**config.mk**
```make
export PLATFORM = sky130hd
export DESIGN_NAME = mul_sched
export DESIGN_NICKNAME = d
export VERILOG_FILES = /design/src/rtl/mul_pkg.sv /design/src/rtl/mul_core.sv /design/src/rtl/mul_sched.sv
export SDC_FILE = /design/constraint.sdc
export NUM_CORES = 1
export LEC_CHECK = 0
export BUFFER_PORTS_ARGS = -buffer_cell sky130_fd_sc_hd__buf_2
export CORE_MARGIN = 2
export CORE_UTILIZATION = 50
export CTS_CLUSTER_SIZE = 25
export DETAILED_ROUTE_END_ITERATION = 8
export PLACE_DENSITY = 0.77
export RECOVER_POWER = 50
export SETUP_SLACK_MARGIN = 0.3
export SLEW_MARGIN = 20
export SYNTH_ARGS = -nofsm -noshare
export SYNTH_HDL_FRONTEND = slang
export SYNTH_HIERARCHICAL = 1
export SYNTH_SLANG_ARGS = --single-unit
```
**constraint.sdc**
```tcl
create_clock -name clk -period 5.35 [get_ports clk]
set_clock_uncertainty 0.1 [all_clocks]
set_input_delay 0 -clock clk [delete_from_list [all_inputs] [get_ports clk]]
set_output_delay 0 -clock clk [all_outputs]
set_load 0.01 [all_outputs]
```
**src/rtl/mul_pkg.sv**
```systemverilog
// Shared types and helpers for the shared shift-add multiplier scheduler.
// Holds the FSM state enum, default sizes and the round-robin pick function.
package mul_pkg;

    localparam int DEF_NREQ  = 4;
    localparam int DEF_WIDTH = 4;

    typedef enum logic [1:0] {
        ST_IDLE = 2'd0,
        ST_RUN  = 2'd1,
        ST_RESP = 2'd2
    } state_t;

    // Index of the first asserted valid at or above ptr, wrapping modulo nreq.
    // Returns 0 when nothing is valid; callers qualify with |valid.
    function automatic int unsigned rr_pick(
        input logic [7:0]  valid,
        input int unsigned ptr,
        input int unsigned nreq
    );
        int unsigned result;
        int unsigned cand;
        logic        found;
        result = 0;
        found  = 1'b0;
        for (int unsigned k = 0; k < 8; k++) begin
            if (k < nreq && !found) begin
                cand = ptr + k;
                if (cand >= nreq) cand = cand - nreq;
                if (valid[cand[2:0]]) begin
                    result = cand;
                    found  = 1'b1;
                end
            end
        end
        return result;
    endfunction

endpackage

```
**src/rtl/mul_core.sv**
```systemverilog
// Unsigned shift-add multiplier: the first iteration is folded into the start
// edge so the product is ready exactly WIDTH cycles after start.
module mul_core #(
    parameter int WIDTH = 4
) (
    input  logic                 clk,
    input  logic                 rst,
    input  logic                 start,
    input  logic [WIDTH-1:0]     a,
    input  logic [WIDTH-1:0]     b,
    output logic [2*WIDTH-1:0]   product,
    output logic                 done
);

    localparam int CW = $clog2(WIDTH + 1);
    localparam logic [CW-1:0] CNT_INIT = CW'(WIDTH - 1);

    logic                 r_busy;
    logic [CW-1:0]        r_cnt;
    logic [2*WIDTH-1:0]   r_acc;
    logic [2*WIDTH-1:0]   r_mcand;
    logic [WIDTH-1:0]     r_mplier;
    logic [2*WIDTH-1:0]   w_a_ext;

    assign w_a_ext = {{WIDTH{1'b0}}, a};

    always_ff @(posedge clk) begin
        if (rst) begin
            r_busy   <= 1'b0;
            r_cnt    <= '0;
            r_acc    <= '0;
            r_mcand  <= '0;
            r_mplier <= '0;
        end else if (start && !r_busy) begin
            r_acc    <= b[0] ? w_a_ext : '0;
            r_mcand  <= w_a_ext << 1;
            r_mplier <= b >> 1;
            r_cnt    <= CNT_INIT;
            r_busy   <= 1'b1;
        end else if (r_busy) begin
            if (r_cnt == '0) begin
                r_busy <= 1'b0;
            end else begin
                if (r_mplier[0]) r_acc <= r_acc + r_mcand;
                r_mcand  <= r_mcand << 1;
                r_mplier <= r_mplier >> 1;
                r_cnt    <= r_cnt - CW'(1);
            end
        end
    end

    // All WIDTH iterations are complete while the counter sits at zero.
    assign done    = r_busy && (r_cnt == '0);
    assign product = r_acc;

endmodule

```
**src/rtl/mul_sched.sv**
```systemverilog
// Round-robin scheduler sharing one mul_core between NREQ requesters, with a
// single held response buffer tagged by requester ID.
module mul_sched
    import mul_pkg::*;
#(
    parameter int NREQ  = DEF_NREQ,
    parameter int WIDTH = DEF_WIDTH,
    localparam int IDW  = $clog2(NREQ)
) (
    input  logic                    clk,
    input  logic                    rst,
    input  logic [NREQ-1:0]         req_valid,
    input  logic [NREQ*WIDTH-1:0]   req_a,
    input  logic [NREQ*WIDTH-1:0]   req_b,
    output logic [NREQ-1:0]         req_ready,
    output logic                    rsp_valid,
    output logic [IDW-1:0]          rsp_id,
    output logic [2*WIDTH-1:0]      rsp_product,
    input  logic                    rsp_ready,
    output logic                    busy,
    output state_t                  dbg_state
);

    // Request handshake: a requester is accepted on the edge where its
    // req_valid and req_ready are both high; req_ready is only offered in IDLE.
    // Response handshake: rsp_valid holds id/product stable until rsp_ready.

    state_t               r_state;
    state_t               w_next;
    logic [IDW-1:0]       r_ptr;
    logic [IDW-1:0]       r_rsp_id;
    logic [2*WIDTH-1:0]   r_rsp_product;

    logic [IDW-1:0]       w_gid;
    logic [NREQ-1:0]      w_grant;
    logic                 w_hs;
    logic [WIDTH-1:0]     w_a_sel;
    logic [WIDTH-1:0]     w_b_sel;
    logic [2*WIDTH-1:0]   w_core_product;
    logic                 w_core_done;

    assign w_gid = IDW'(rr_pick(8'(req_valid), 32'(r_ptr), 32'(NREQ)));

    always_comb begin
        w_grant = '0;
        if (r_state == ST_IDLE && |req_valid) w_grant[w_gid] = 1'b1;
    end

    assign w_hs    = |w_grant;
    assign w_a_sel = req_a[32'(w_gid)*WIDTH +: WIDTH];
    assign w_b_sel = req_b[32'(w_gid)*WIDTH +: WIDTH];

    mul_core #(.WIDTH(WIDTH)) u_core (
        .clk     (clk),
        .rst     (rst),
        .start   (w_hs),
        .a       (w_a_sel),
        .b       (w_b_sel),
        .product (w_core_product),
        .done    (w_core_done)
    );

    always_comb begin
        w_next = r_state;
        case (r_state)
            ST_IDLE: if (w_hs)        w_next = ST_RUN;
            ST_RUN:  if (w_core_done) w_next = ST_RESP;
            ST_RESP: if (rsp_ready)   w_next = ST_IDLE;
            default:                  w_next = ST_IDLE;
        endcase
    end

    always_ff @(posedge clk) begin
        if (rst) begin
            r_state       <= ST_IDLE;
            r_ptr         <= '0;
            r_rsp_id      <= '0;
            r_rsp_product <= '0;
        end else begin
            r_state <= w_next;
            if (w_hs) begin
                r_rsp_id <= w_gid;
                r_ptr    <= (w_gid == IDW'(NREQ - 1)) ? '0 : w_gid + IDW'(1);
            end
            if (r_state == ST_RUN && w_core_done) r_rsp_product <= w_core_product;
        end
    end

    assign req_ready   = w_grant;
    assign rsp_valid   = (r_state == ST_RESP);
    assign rsp_id      = r_rsp_id;
    assign rsp_product = r_rsp_product;
    assign busy        = (r_state != ST_IDLE);
    assign dbg_state   = r_state;

endmodule
```
==> results <==
- The flow ran to the end, and the final reports show no timing, DRC or antenna violations.
- The final-report max-slew violation count is 0.
- The worst path meets setup with 1680 ps of slack.
- The most common flop cell mapped by yosys is dfxtp_1.
- After clock tree synthesis, the setup repair step added 0 buffers.
- The via count of the first global-routing pass is 1,709.
- The number of nets in the layout is 339.
- The peak fanout along the critical path is 21.
- Synthesis produced 235 cells.
- Setup violations remaining at the end of the flow were counted as 0.
- The deepest level of the CTS H-tree is 2.
- The reported net switching power is 0.000446 W.
- For the worst setup path, the data arrival time is 3710 ps.
- Yosys mapped a number of flops with a built-in enable equal to 0.
- The type of the setup path with the least slack is flip-flop to flip-flop.
- By area the synthesized netlist is led by dfxtp_1 33%, mux2i_1 17%, ha_1 5.2%.
- The number of core rows is 23.
- The via count normalized by instance count is 5.39.
- The average size of a mapped cell is 9.21 um2.
- The area share of the leading cell type in the synthesized netlist is 33.3%.
- The count of TritonRoute iterations in the first routing pass is 4.
- The worst min-delay path category is input pin to flip-flop.
- The worst path uses 68.6% of the clock period.
- The total negative slack is 0 ps.
- The time the worst path needs with I/O delays and setup is 3670 ps.
- In this run the clock root is driven by a clkbuf_8.
- Of the total power, the share spent switching nets is 39.1%.
- The share of total power in the clock network is 20.1%.
- The repair_antennas step left the layout with diodes totalling 0.
- The residual antenna-violating net count after detailed routing is 0.
- The number of violations reported at the end of detailed-routing iteration 0 is 103.
- The floorplan step set the die width to 69.8 um.
- The area of the core region is 4090 um2.
- The routed length per instance is 12.6 um.
- Counting the fill cells in the layout gives 382.
- Pin placement for this block handled 57 I/O pins.
- The post-route cell area is 2540 um2.
- The detailed router placed 1,837 vias in this run.
- The fraction of final layout cells with drive strength greater than 1 is 24.1%.
- The number of antenna violations at the first check in global routing was 0.
- After legalization and detailed placement, the total HPWL measured 3270 um.
- The sequential cell area fraction in the yosys report is 33.3%.
- In this run the cell area of the synthesized design comes to 2160 um2.
- For this run, the number of Yosys warnings is 6.
- Of all flip-flops after synthesis, the portion carrying an async set or reset was 0%.
- The overall die area is 4870 um2.
- The headroom to the max-slew limit is 10.6%.
- At the end of routability-driven placement, the weighted congestion stood at 0.814.
- After synthesis, the most frequently instantiated cells are 37 x mux2i_1, 36 x dfxtp_1, 26 x nand2_1.
- Cell internal power was estimated by the tool at 0.000693 W.
- The library cell occupying the most area in the post-synthesis netlist is dfxtp_1.
- The part of the total power dissipated in combinational logic is 45.9%.
- The area growth from synthesis to layout is 17.2%.
- At the pin with the least slew margin, the transition time is 1340 ps.
- The first global-routing pass estimated 7230 um of wire.
- The worst setup path is launched from a flip-flop.
- The number of clock buffers added by TritonCTS is 5.
- The pin count of the biggest net entering global routing is 40.
- The static leakage power is 1.17 nW.
- Max-cap violations in this run came to 0.
- The total nets after synthesis is 284.
- For this run, the total global-route usage over all layers was measured as 17.9%.
- The endpoint required time on the critical path is 5390 ps.
- The count of final hold-check violations is 0.
- The share of total power dissipated in sequential elements is 34.0%.
- The count of buffers added on input and output ports is 56.
- The maximum resistive drop on vdd is 0.000244 V.
- The CTS tree is done.
- Setup repair after global routing left no endpoint under its margin.
- In the routed design, unresolved DRC markers number 0.
- The largest buffer count on any clock path is 2.
- OpenSTA, run right after detailed placement, puts the worst setup slack at 2270 ps.
- Yosys mapped the design onto 54 distinct sky130hd cell types.
- The timing-limited maximum frequency is 272 MHz.
- The overall die height is 69.8 um.
- Global routing finished with a remaining overflow of 0.
- The clock transition at the registers of the reported paths is 70 ps.
- The register bit count reported by yosys is 36.
- The total placed instance area is 2450 um2.
- Clock latency on the worst-skew pair, taken at its later pin, is 280 ps.
- For this configuration, the core starts out at a cell density of 53.0%.
- STA classifies the critical path endpoint as a flip-flop.
- The most numerous cell in the Yosys netlist is mux2i_1.
- The power density over cell area is 449 nW/um2.
- For this design, the sink count on the clock tree is 36.
- The total wire length is 4290 um.
-- what timing repair did --
item | CTS | global route
resized for setup | 0 | 0
endpoints found under the hold margin | 1 | 0
hold buffers | 1 | 0
-- kinds of logic (layout without fill, tap and decap cells) --
family / after synthesis / in the layout / synth area share (%)
DFF: 36 / 36 / 33.3
muxes: 37 / 37 / 17.1
buffers and inverters: 17 / 73 / 4.45
AOI/OAI and AO/OA: 48 / 48 / 18.1
adders and majority gates: 10 / 10 / 6.13
and+or+nand+nor: 82 / 82 / 18.9
xor gates and xnor gates: 5 / 5 / 2.02
-- routing by layer --
metal  GRT usage (%)  share of wire [%]
met1            22.6                 48
met5               0                  0
met2            30.4                 47
met4            4.06                  0
met3            4.65                4.6
-- per-stage QoR --
stage	hold WS (ps)	cells	total power (W)	utilization, %
after CTS	76.1	341	0.00115	62.8
after detailed placement	170	332	0.000921	59.9
after floorplan	-27.9	235	0.000817	-
after global routing	101	341	0.00122	62.1
final	85.4	341	0.00114	62.1
after global placement	168	332	0.000913	59.9
-- state kept, by name (all words and copies together), names as in the netlist --
| signal | cells |
|---|---|
| r_ptr | 2 |
| u_core/r_busy | 1 |
| u_core/r_mplier | 3 |
| u_core/product | 8 |
| u_core/r_mcand | 7 |
| rsp_id | 2 |
| dbg_state | 2 |
| u_core/r_cnt | 3 |
| rsp_product | 8 |
-- final timing paths --
kind                                        start                  to  slack [ps]  depth (start not counted)
worst max-delay path                     r_ptr[0]   u_core/product[7]        1680                          9
worst min-delay path                    req_b[15]  u_core/r_mplier[2]          90                          5
worst max register to register           r_ptr[0]   u_core/product[7]        1680                          9
worst min register to register  u_core/product[0]   u_core/product[0]         370                          2
-- power by group through the flow --
stage | registers [W] | logic (W) | clock network [W]
2_1_floorplan | 0.000384 | 0.000433 | 0
3_3_place_gp | 0.000391 | 0.000522 | 0
3_5_place_dp | 0.000393 | 0.000529 | 0
4_1_cts | 0.000386 | 0.000533 | 0.000234
5_1_grt | 0.000396 | 0.000580 | 0.000246
6_report | 0.000387 | 0.000523 | 0.000229
-- critical path: stages, from the launching register on --
cell and delay [ps]:
dfxtp_1 350, nor2b_1 290, o21ai_2 110, o221ai_2 60, clkbuf_1 1000, o31a_4 300, nor2b_1 770, and2b_2 300
a2bb2oi_1 170, a21oi_2 80
-- layout by cell type (no fill, tap or decap), types with 2 or more instances in the layout --
cell,synthesis,layout
buf_2,5,43
mux2i_1,37,37
dfxtp_1,36,36
nand2_1,26,27
nor2_1,19,19
a21oi_1,17,17
clkbuf_1,2,15
ha_1,9,9
nand3_1,7,7
inv_1,5,5
clkbuf_8,0,5
nor3_1,5,5
nor2b_1,3,4
a22oi_1,4,4
xnor2_1,4,4
and2_1,3,3
o21a_1,3,3
nand2b_1,3,3
a311oi_1,3,3
nor2b_2,3,2
and3_1,2,2
o21ai_0,1,2
a221oi_2,2,2
o211ai_1,2,2
a21o_2,2,2
-- area by class of cell --
cell class                 instances  area, um2  share of cell area [%]
multi-input combinational        182       1340                    52.8
tap                               50       62.6                    2.47
clock inverter                     2       35.0                    1.38
timing repair buffer              58        278                    11.0
sequential                        36        721                    28.4
inverter                           7       28.8                    1.13
clock buffer                       6       72.6                    2.86
Power figures use the tool's default switching activity.
